[src/rtl/lcms_adc_readout_pkg.sv]
// Shared definitions for the serial-ADC readout: FSM state encoding and default geometry.
package lcms_adc_readout_pkg;

    localparam int unsigned DEF_DATA_W      = 16;
    localparam int unsigned DEF_CNV_HIGH    = 2;
    localparam int unsigned DEF_CONV_CYCLES = 14;
    localparam int unsigned DEF_OVR_W       = 8;

    typedef enum logic [2:0] {
        ST_IDLE  = 3'd0,
        ST_CNV   = 3'd1,
        ST_WAIT  = 3'd2,
        ST_SHIFT = 3'd3,
        ST_DONE  = 3'd4
    } adc_state_e;

endpackage

[src/rtl/lcms_adc_readout_shift_rx.sv]
// Serial receive shift register with a bit counter; captures MSB-first into the LSB.
module lcms_adc_shift_rx
    import lcms_adc_readout_pkg::*;
#(
    parameter int unsigned DATA_W = DEF_DATA_W
) (
    input  logic              adc_sm_clk,
    input  logic              reset_n,
    input  logic              load_i,
    input  logic              shift_en_i,
    input  logic              sdo_i,
    output logic [DATA_W-1:0] data_o,
    output logic              done_o
);

    localparam int unsigned BC_W = $clog2(DATA_W + 1);

    logic [DATA_W-1:0] sreg_q, sreg_d;
    logic [BC_W-1:0]   bcnt_q, bcnt_d;

    always_comb begin
        sreg_d = sreg_q;
        bcnt_d = bcnt_q;
        if (shift_en_i) begin
            sreg_d = {sreg_q[DATA_W-2:0], sdo_i};
            if (bcnt_q != '0) begin
                bcnt_d = bcnt_q - BC_W'(1);
            end
        end else if (load_i) begin
            bcnt_d = BC_W'(DATA_W);
        end
    end

    always_ff @(posedge adc_sm_clk or negedge reset_n) begin
        if (!reset_n) begin
            sreg_q <= '0;
            bcnt_q <= '0;
        end else begin
            sreg_q <= sreg_d;
            bcnt_q <= bcnt_d;
        end
    end

    assign data_o = sreg_q;
    assign done_o = (bcnt_q == '0);

endmodule

[src/rtl/lcms_adc_readout.sv]
// Serial-ADC front end: CNV pulse, conversion wait, MSB-first SCK readout, overrun tracking.
// Define ADC_TEST_PATTERN_EN to replace the sampled word with an incrementing test pattern.
module lcms_adc_readout
    import lcms_adc_readout_pkg::*;
#(
    parameter int unsigned DATA_W      = DEF_DATA_W,
    parameter int unsigned CNV_HIGH    = DEF_CNV_HIGH,
    parameter int unsigned CONV_CYCLES = DEF_CONV_CYCLES,
    parameter int unsigned OVR_W       = DEF_OVR_W
) (
    input  logic              adc_sm_clk,
    input  logic              reset_n,
    input  logic              conv_req,
    input  logic              clr_ovr,
    input  logic              ADC_SDO,
    output logic              ADC_CNV,
    output logic              ADC_SCK,
    output logic              ADC_SDI,
    output logic [DATA_W-1:0] adc_result,
    output logic              result_valid,
    output logic              busy,
    output logic              overrun,
    output logic [OVR_W-1:0]  overrun_cnt
);

    localparam int unsigned CYC_MAX = (CNV_HIGH > CONV_CYCLES) ? CNV_HIGH : CONV_CYCLES;
    localparam int unsigned CYC_W   = $clog2(CYC_MAX + 1);

    adc_state_e        state_q, state_d;
    logic [CYC_W-1:0]  cyc_q, cyc_d;
    logic              cnv_q, cnv_d;
    logic              sck_q, sck_d;
    logic              valid_q, valid_d;
    logic              busy_q, busy_d;
    logic              ovr_q, ovr_d;
    logic [OVR_W-1:0]  ovr_cnt_q, ovr_cnt_d;
    logic [DATA_W-1:0] result_q, result_d;

    logic              rx_load, rx_shift, rx_done;
    logic [DATA_W-1:0] rx_data;
    logic [DATA_W-1:0] sample;

    lcms_adc_shift_rx #(
        .DATA_W(DATA_W)
    ) u_shift_rx (
        .adc_sm_clk(adc_sm_clk),
        .reset_n   (reset_n),
        .load_i    (rx_load),
        .shift_en_i(rx_shift),
        .sdo_i     (ADC_SDO),
        .data_o    (rx_data),
        .done_o    (rx_done)
    );

`ifdef ADC_TEST_PATTERN_EN
    logic [DATA_W-1:0] pat_q;

    always_ff @(posedge adc_sm_clk or negedge reset_n) begin
        if (!reset_n) begin
            pat_q <= '0;
        end else if (valid_d) begin
            pat_q <= pat_q + DATA_W'(1);
        end
    end

    assign sample = pat_q;
`else
    assign sample = rx_data;
`endif

    // The WAIT->SHIFT edge already raises SCK and takes the first (MSB) capture.
    always_comb begin
        state_d  = state_q;
        cyc_d    = cyc_q;
        cnv_d    = cnv_q;
        sck_d    = sck_q;
        valid_d  = 1'b0;
        busy_d   = busy_q;
        result_d = result_q;
        rx_load  = 1'b0;
        rx_shift = 1'b0;
        unique case (state_q)
            ST_IDLE: begin
                if (conv_req) begin
                    state_d = ST_CNV;
                    cyc_d   = CYC_W'(CNV_HIGH - 1);
                    cnv_d   = 1'b1;
                    busy_d  = 1'b1;
                end
            end
            ST_CNV: begin
                if (cyc_q == '0) begin
                    state_d = ST_WAIT;
                    cyc_d   = CYC_W'(CONV_CYCLES - 1);
                    cnv_d   = 1'b0;
                    rx_load = 1'b1;
                end else begin
                    cyc_d = cyc_q - CYC_W'(1);
                end
            end
            ST_WAIT: begin
                if (cyc_q == '0) begin
                    state_d  = ST_SHIFT;
                    sck_d    = 1'b1;
                    rx_shift = 1'b1;
                end else begin
                    cyc_d = cyc_q - CYC_W'(1);
                end
            end
            ST_SHIFT: begin
                if (sck_q) begin
                    sck_d = 1'b0;
                end else if (rx_done) begin
                    state_d  = ST_DONE;
                    valid_d  = 1'b1;
                    result_d = sample;
                end else begin
                    sck_d    = 1'b1;
                    rx_shift = 1'b1;
                end
            end
            ST_DONE: begin
                state_d = ST_IDLE;
                busy_d  = 1'b0;
            end
            default: begin
                state_d = ST_IDLE;
                cnv_d   = 1'b0;
                sck_d   = 1'b0;
                busy_d  = 1'b0;
            end
        endcase
    end

    always_comb begin
        ovr_d     = ovr_q;
        ovr_cnt_d = ovr_cnt_q;
        if (clr_ovr) begin
            ovr_d     = 1'b0;
            ovr_cnt_d = '0;
        end else if (conv_req && (state_q != ST_IDLE)) begin
            ovr_d = 1'b1;
            if (ovr_cnt_q != '1) begin
                ovr_cnt_d = ovr_cnt_q + OVR_W'(1);
            end
        end
    end

    always_ff @(posedge adc_sm_clk or negedge reset_n) begin
        if (!reset_n) begin
            state_q   <= ST_IDLE;
            cyc_q     <= '0;
            cnv_q     <= 1'b0;
            sck_q     <= 1'b0;
            valid_q   <= 1'b0;
            busy_q    <= 1'b0;
            ovr_q     <= 1'b0;
            ovr_cnt_q <= '0;
            result_q  <= '0;
        end else begin
            state_q   <= state_d;
            cyc_q     <= cyc_d;
            cnv_q     <= cnv_d;
            sck_q     <= sck_d;
            valid_q   <= valid_d;
            busy_q    <= busy_d;
            ovr_q     <= ovr_d;
            ovr_cnt_q <= ovr_cnt_d;
            result_q  <= result_d;
        end
    end

    assign ADC_CNV      = cnv_q;
    assign ADC_SCK      = sck_q;
    assign ADC_SDI      = 1'b1;
    assign adc_result   = result_q;
    assign result_valid = valid_q;
    assign busy         = busy_q;
    assign overrun      = ovr_q;
    assign overrun_cnt  = ovr_cnt_q;

endmodule
[config.mk]
export PLATFORM = sky130hd
export DESIGN_NAME = lcms_adc_readout
export DESIGN_NICKNAME = d
export VERILOG_FILES = /design/src/rtl/lcms_adc_readout_pkg.sv /design/src/rtl/lcms_adc_readout_shift_rx.sv /design/src/rtl/lcms_adc_readout.sv
export SDC_FILE = /design/constraint.sdc
export NUM_CORES = 1
export LEC_CHECK = 0
export CORE_ASPECT_RATIO = 1.75
export CORE_MARGIN = 1
export CORE_UTILIZATION = 61
export CTS_BUF_LIST = sky130_fd_sc_hd__clkbuf_4 sky130_fd_sc_hd__clkbuf_8
export DETAILED_ROUTE_END_ITERATION = 10
export HOLD_SLACK_MARGIN = 0.02
export PLACE_DENSITY_LB_ADDON = 0.05
export SLEW_MARGIN = 40
export SYNTH_ARGS = -nofsm -noshare
export SYNTH_HDL_FRONTEND = slang
export SYNTH_SLANG_ARGS = --single-unit
export TNS_END_PERCENT = 1
[constraint.sdc]
create_clock -name adc_sm_clk -period 3.6 [get_ports adc_sm_clk]
set_clock_uncertainty 0.05 [all_clocks]
set_input_delay 0.36 -clock adc_sm_clk [delete_from_list [all_inputs] [get_ports adc_sm_clk]]
set_output_delay 0.36 -clock adc_sm_clk [all_outputs]
set_load 0.05 [all_outputs]
==> impl_metrics.ini <==
[placement]
hpwlAfterDp_mm = 3.58
portBuffers = 33
gp_congestion = 0.835
place_inst = 293
placed_area_mm2 = 0.00300
place_ws_ps = 1060

[global_route]
grt_start_max_net_pins = 33
grt_pass1_wl_mm = 8.38
grt_usage_pct = 25.6
overflow = 0
grt_pass1_vias = 1857
antenna_found_initial = 0

[status]
status = completed

[finish]
drive_gt1_share_pct = 23.1
syn_to_final_growth_pct = 20.0
fin_area_mm2 = 0.00318
stdcell_count = 309
postLayoutCoreUtil_pct = 76.7
antenna_cells = 0
final_nets = 264
fillers = 288

[critical_path]
reg2reg_slack_ps = 1070
path_max_fanout = 18
reg2regPathDepth = 6
crit_path_start_kind = flip-flop
r2r_end = u_shift_rx.bcnt_q[2]
end_kind = flip-flop
r2r_start = u_shift_rx.bcnt_q[0]
startpoint = u_shift_rx.bcnt_q[0]
crit_path_end = u_shift_rx.bcnt_q[2]
worstSetupPathType = flip-flop to flip-flop
worstPathRequired_ps = 3770
arrival_ps = 2700

[floorplanning]
die-area_mm2 = 0.00462
initial_utilization_pct = 63.9
die_x_um = 51.8
die_h_um = 89.2
ios = 35
core_mm2 = 0.00415
num_rows = 31

[synth]
synthCells = 218
synth.avg_cell_area_um2 = 12.2
yosys_warnings = 0
synth_seq_cells = 57
yosysSeqAreaShare_pct = 53.8
syn-num-nets = 226
synthFlopType = dfrtp_1
synth_cell_type_count = 51
async_reset_ff_share_pct = 100
syn-cell-area_mm2 = 0.00265
synth_edf_count = 0

[routing]
wl_per_cell_um = 16.8
wl_mm = 5.20
drt-pass1-iter-count = 4
viasPerCell = 5.81
dr_total_vias = 1796
ant_nets = 0
drcViolationCount = 0
drt-initial-drc-count = 28

[clock_tree]
clk_latency_ps = 330
cts.sinks = 57
cts_tree = yes
cts_max_level = 3
clockRootBuffer = clkbuf_8
clk_pin_slew_ps = 70
cts-resized-gates = 0
numCtsBuffers = 9
clock_path_buffers = 2

[power]
p_total_mw = 2.70
power_density_mw_per_mm2 = 847
p_leak_nw = 1.49
peakVddDrop_mv = 0.787

[timing]
rsz0062_at_grt = false
slew_violations = 0
holdWs_ps = 451
tns_ps = 0
setup_ws_ps = 1070
tightest_slew_ps = 823
fin_crit_ps = 2530
fin_crit_sh_pct = 70.4
max_freq_ghz = 0.395
relSlewSlack_pct = 45.1
finalSetupViolCount = 0
final_hold_viol_count = 0

[min_path]
hold_class = flip-flop to flip-flop

[job]
drv_cap = 0
==> power breakdown <==
part | switching, mW | leakage [nW] | total, mW | internal, mW
Clock | 0.239 | 0.0891 | 0.516 | 0.277
Combinational | 0.642 | 0.658 | 1.16 | 0.514
Sequential | 0.192 | 0.745 | 1.02 | 0.830
Total | 1.07 | 1.49 | 2.70 | 1.62
==> worst min-delay path by stage <==
stage,depth (start not counted),from,to,slack [ps]
2_1_floorplan,0,reset_n,ADC_CNV,10
3_3_place_gp,1,reset_n,adc_result[12],310
3_5_place_dp,1,reset_n,adc_result[12],330
4_1_cts,2,busy,busy,460
5_1_grt,1,adc_result[3],adc_result[3],470
6_report,2,busy,busy,450
==> area by class of cell <==
cell class	instances	area [um^2]	area share, %
clock buffer	12	153	4.80
clock inverter	3	17.5	0.551
inverter	12	45.0	1.42
multi-input combinational	140	1130	35.5
sequential	57	1430	44.8
tap	49	61.3	1.93
timing repair buffer	36	350	11.0
==> placed cells by master, fill, tap and decap left out, drive strengths merged, types with 3 or more instances in the layout <==
cell type,synthesis,layout
dfrtp,57,57
mux2,34,34
clkdlybuf4s50,0,32
nand2,13,13
inv,12,12
clkbuf,4,12
nor2,11,11
o21ai,7,7
nor2b,6,6
nand3,6,6
nor3,5,5
o211ai,4,4
a21oi,4,4
nor3b,3,3
mux2i,3,3
a211oi,3,3
or4,3,3
ha,3,3
buf,5,3
==> sequential cells by signal, summed over array words and instances (netlist names), 3 cells and up <==
| signal | flops |
|---|---|
| state_q | 3 |
| overrun_cnt | 8 |
| u_shift_rx.data_o | 16 |
| u_shift_rx.bcnt_q | 5 |
| adc_result | 16 |
| cyc_q | 4 |
==> Yosys cell counts, drive strengths merged, types with 3 or more instances <==
master	instances	area, um^2
mux2i	3	30.0
a21oi	4	20.0
nand2	13	48.8
ha	3	37.5
nor2	11	41.3
nor3b	3	22.5
or4	3	22.5
o21ai	7	35.0
o211ai	4	30.0
nand3	6	35.0
nor3	5	25.0
mux2	34	420
inv	12	45.0
a211oi	3	22.5
dfrtp	57	1430
buf	5	36.3
nor2b	6	37.5
clkbuf	4	15.0
==> kinds of logic after synthesis <==
group / after synthesis / synth area share [%]
other: 1 / 0.141
DFF: 57 / 53.8
adders and majority gates: 3 / 1.42
AOI/OAI and AO/OA: 38 / 11.0
xor gates and xnor gates: 2 / 0.661
muxes: 37 / 17.0
buffers and inverters: 21 / 3.63
and+or+nand+nor: 59 / 12.4
==> worst max-delay path, stage by stage, from the launching register on <==
cell and delay [ps]:
dfrtp_1 370, inv_1 90, ha_1 210, or4b_4 520
a32oi_4 740, o221ai_1 220, a22o_1 220
==> timing repair <==
item	4_1_cts	5_1_grt
hold buffers	1	0
buffers inserted	0	0
endpoints found under the hold margin	25	0
==> layer usage <==
metal  up-vias  track usage (%)  share of wire [%]
li1        854                -                  -
met1       901             28.1                 41
met2        32             44.3                 54
met3         9             7.82                2.8
met4         0             11.8                1.9
met5         -                0                  0
Note: power is estimated with default switching activity, not from simulation.
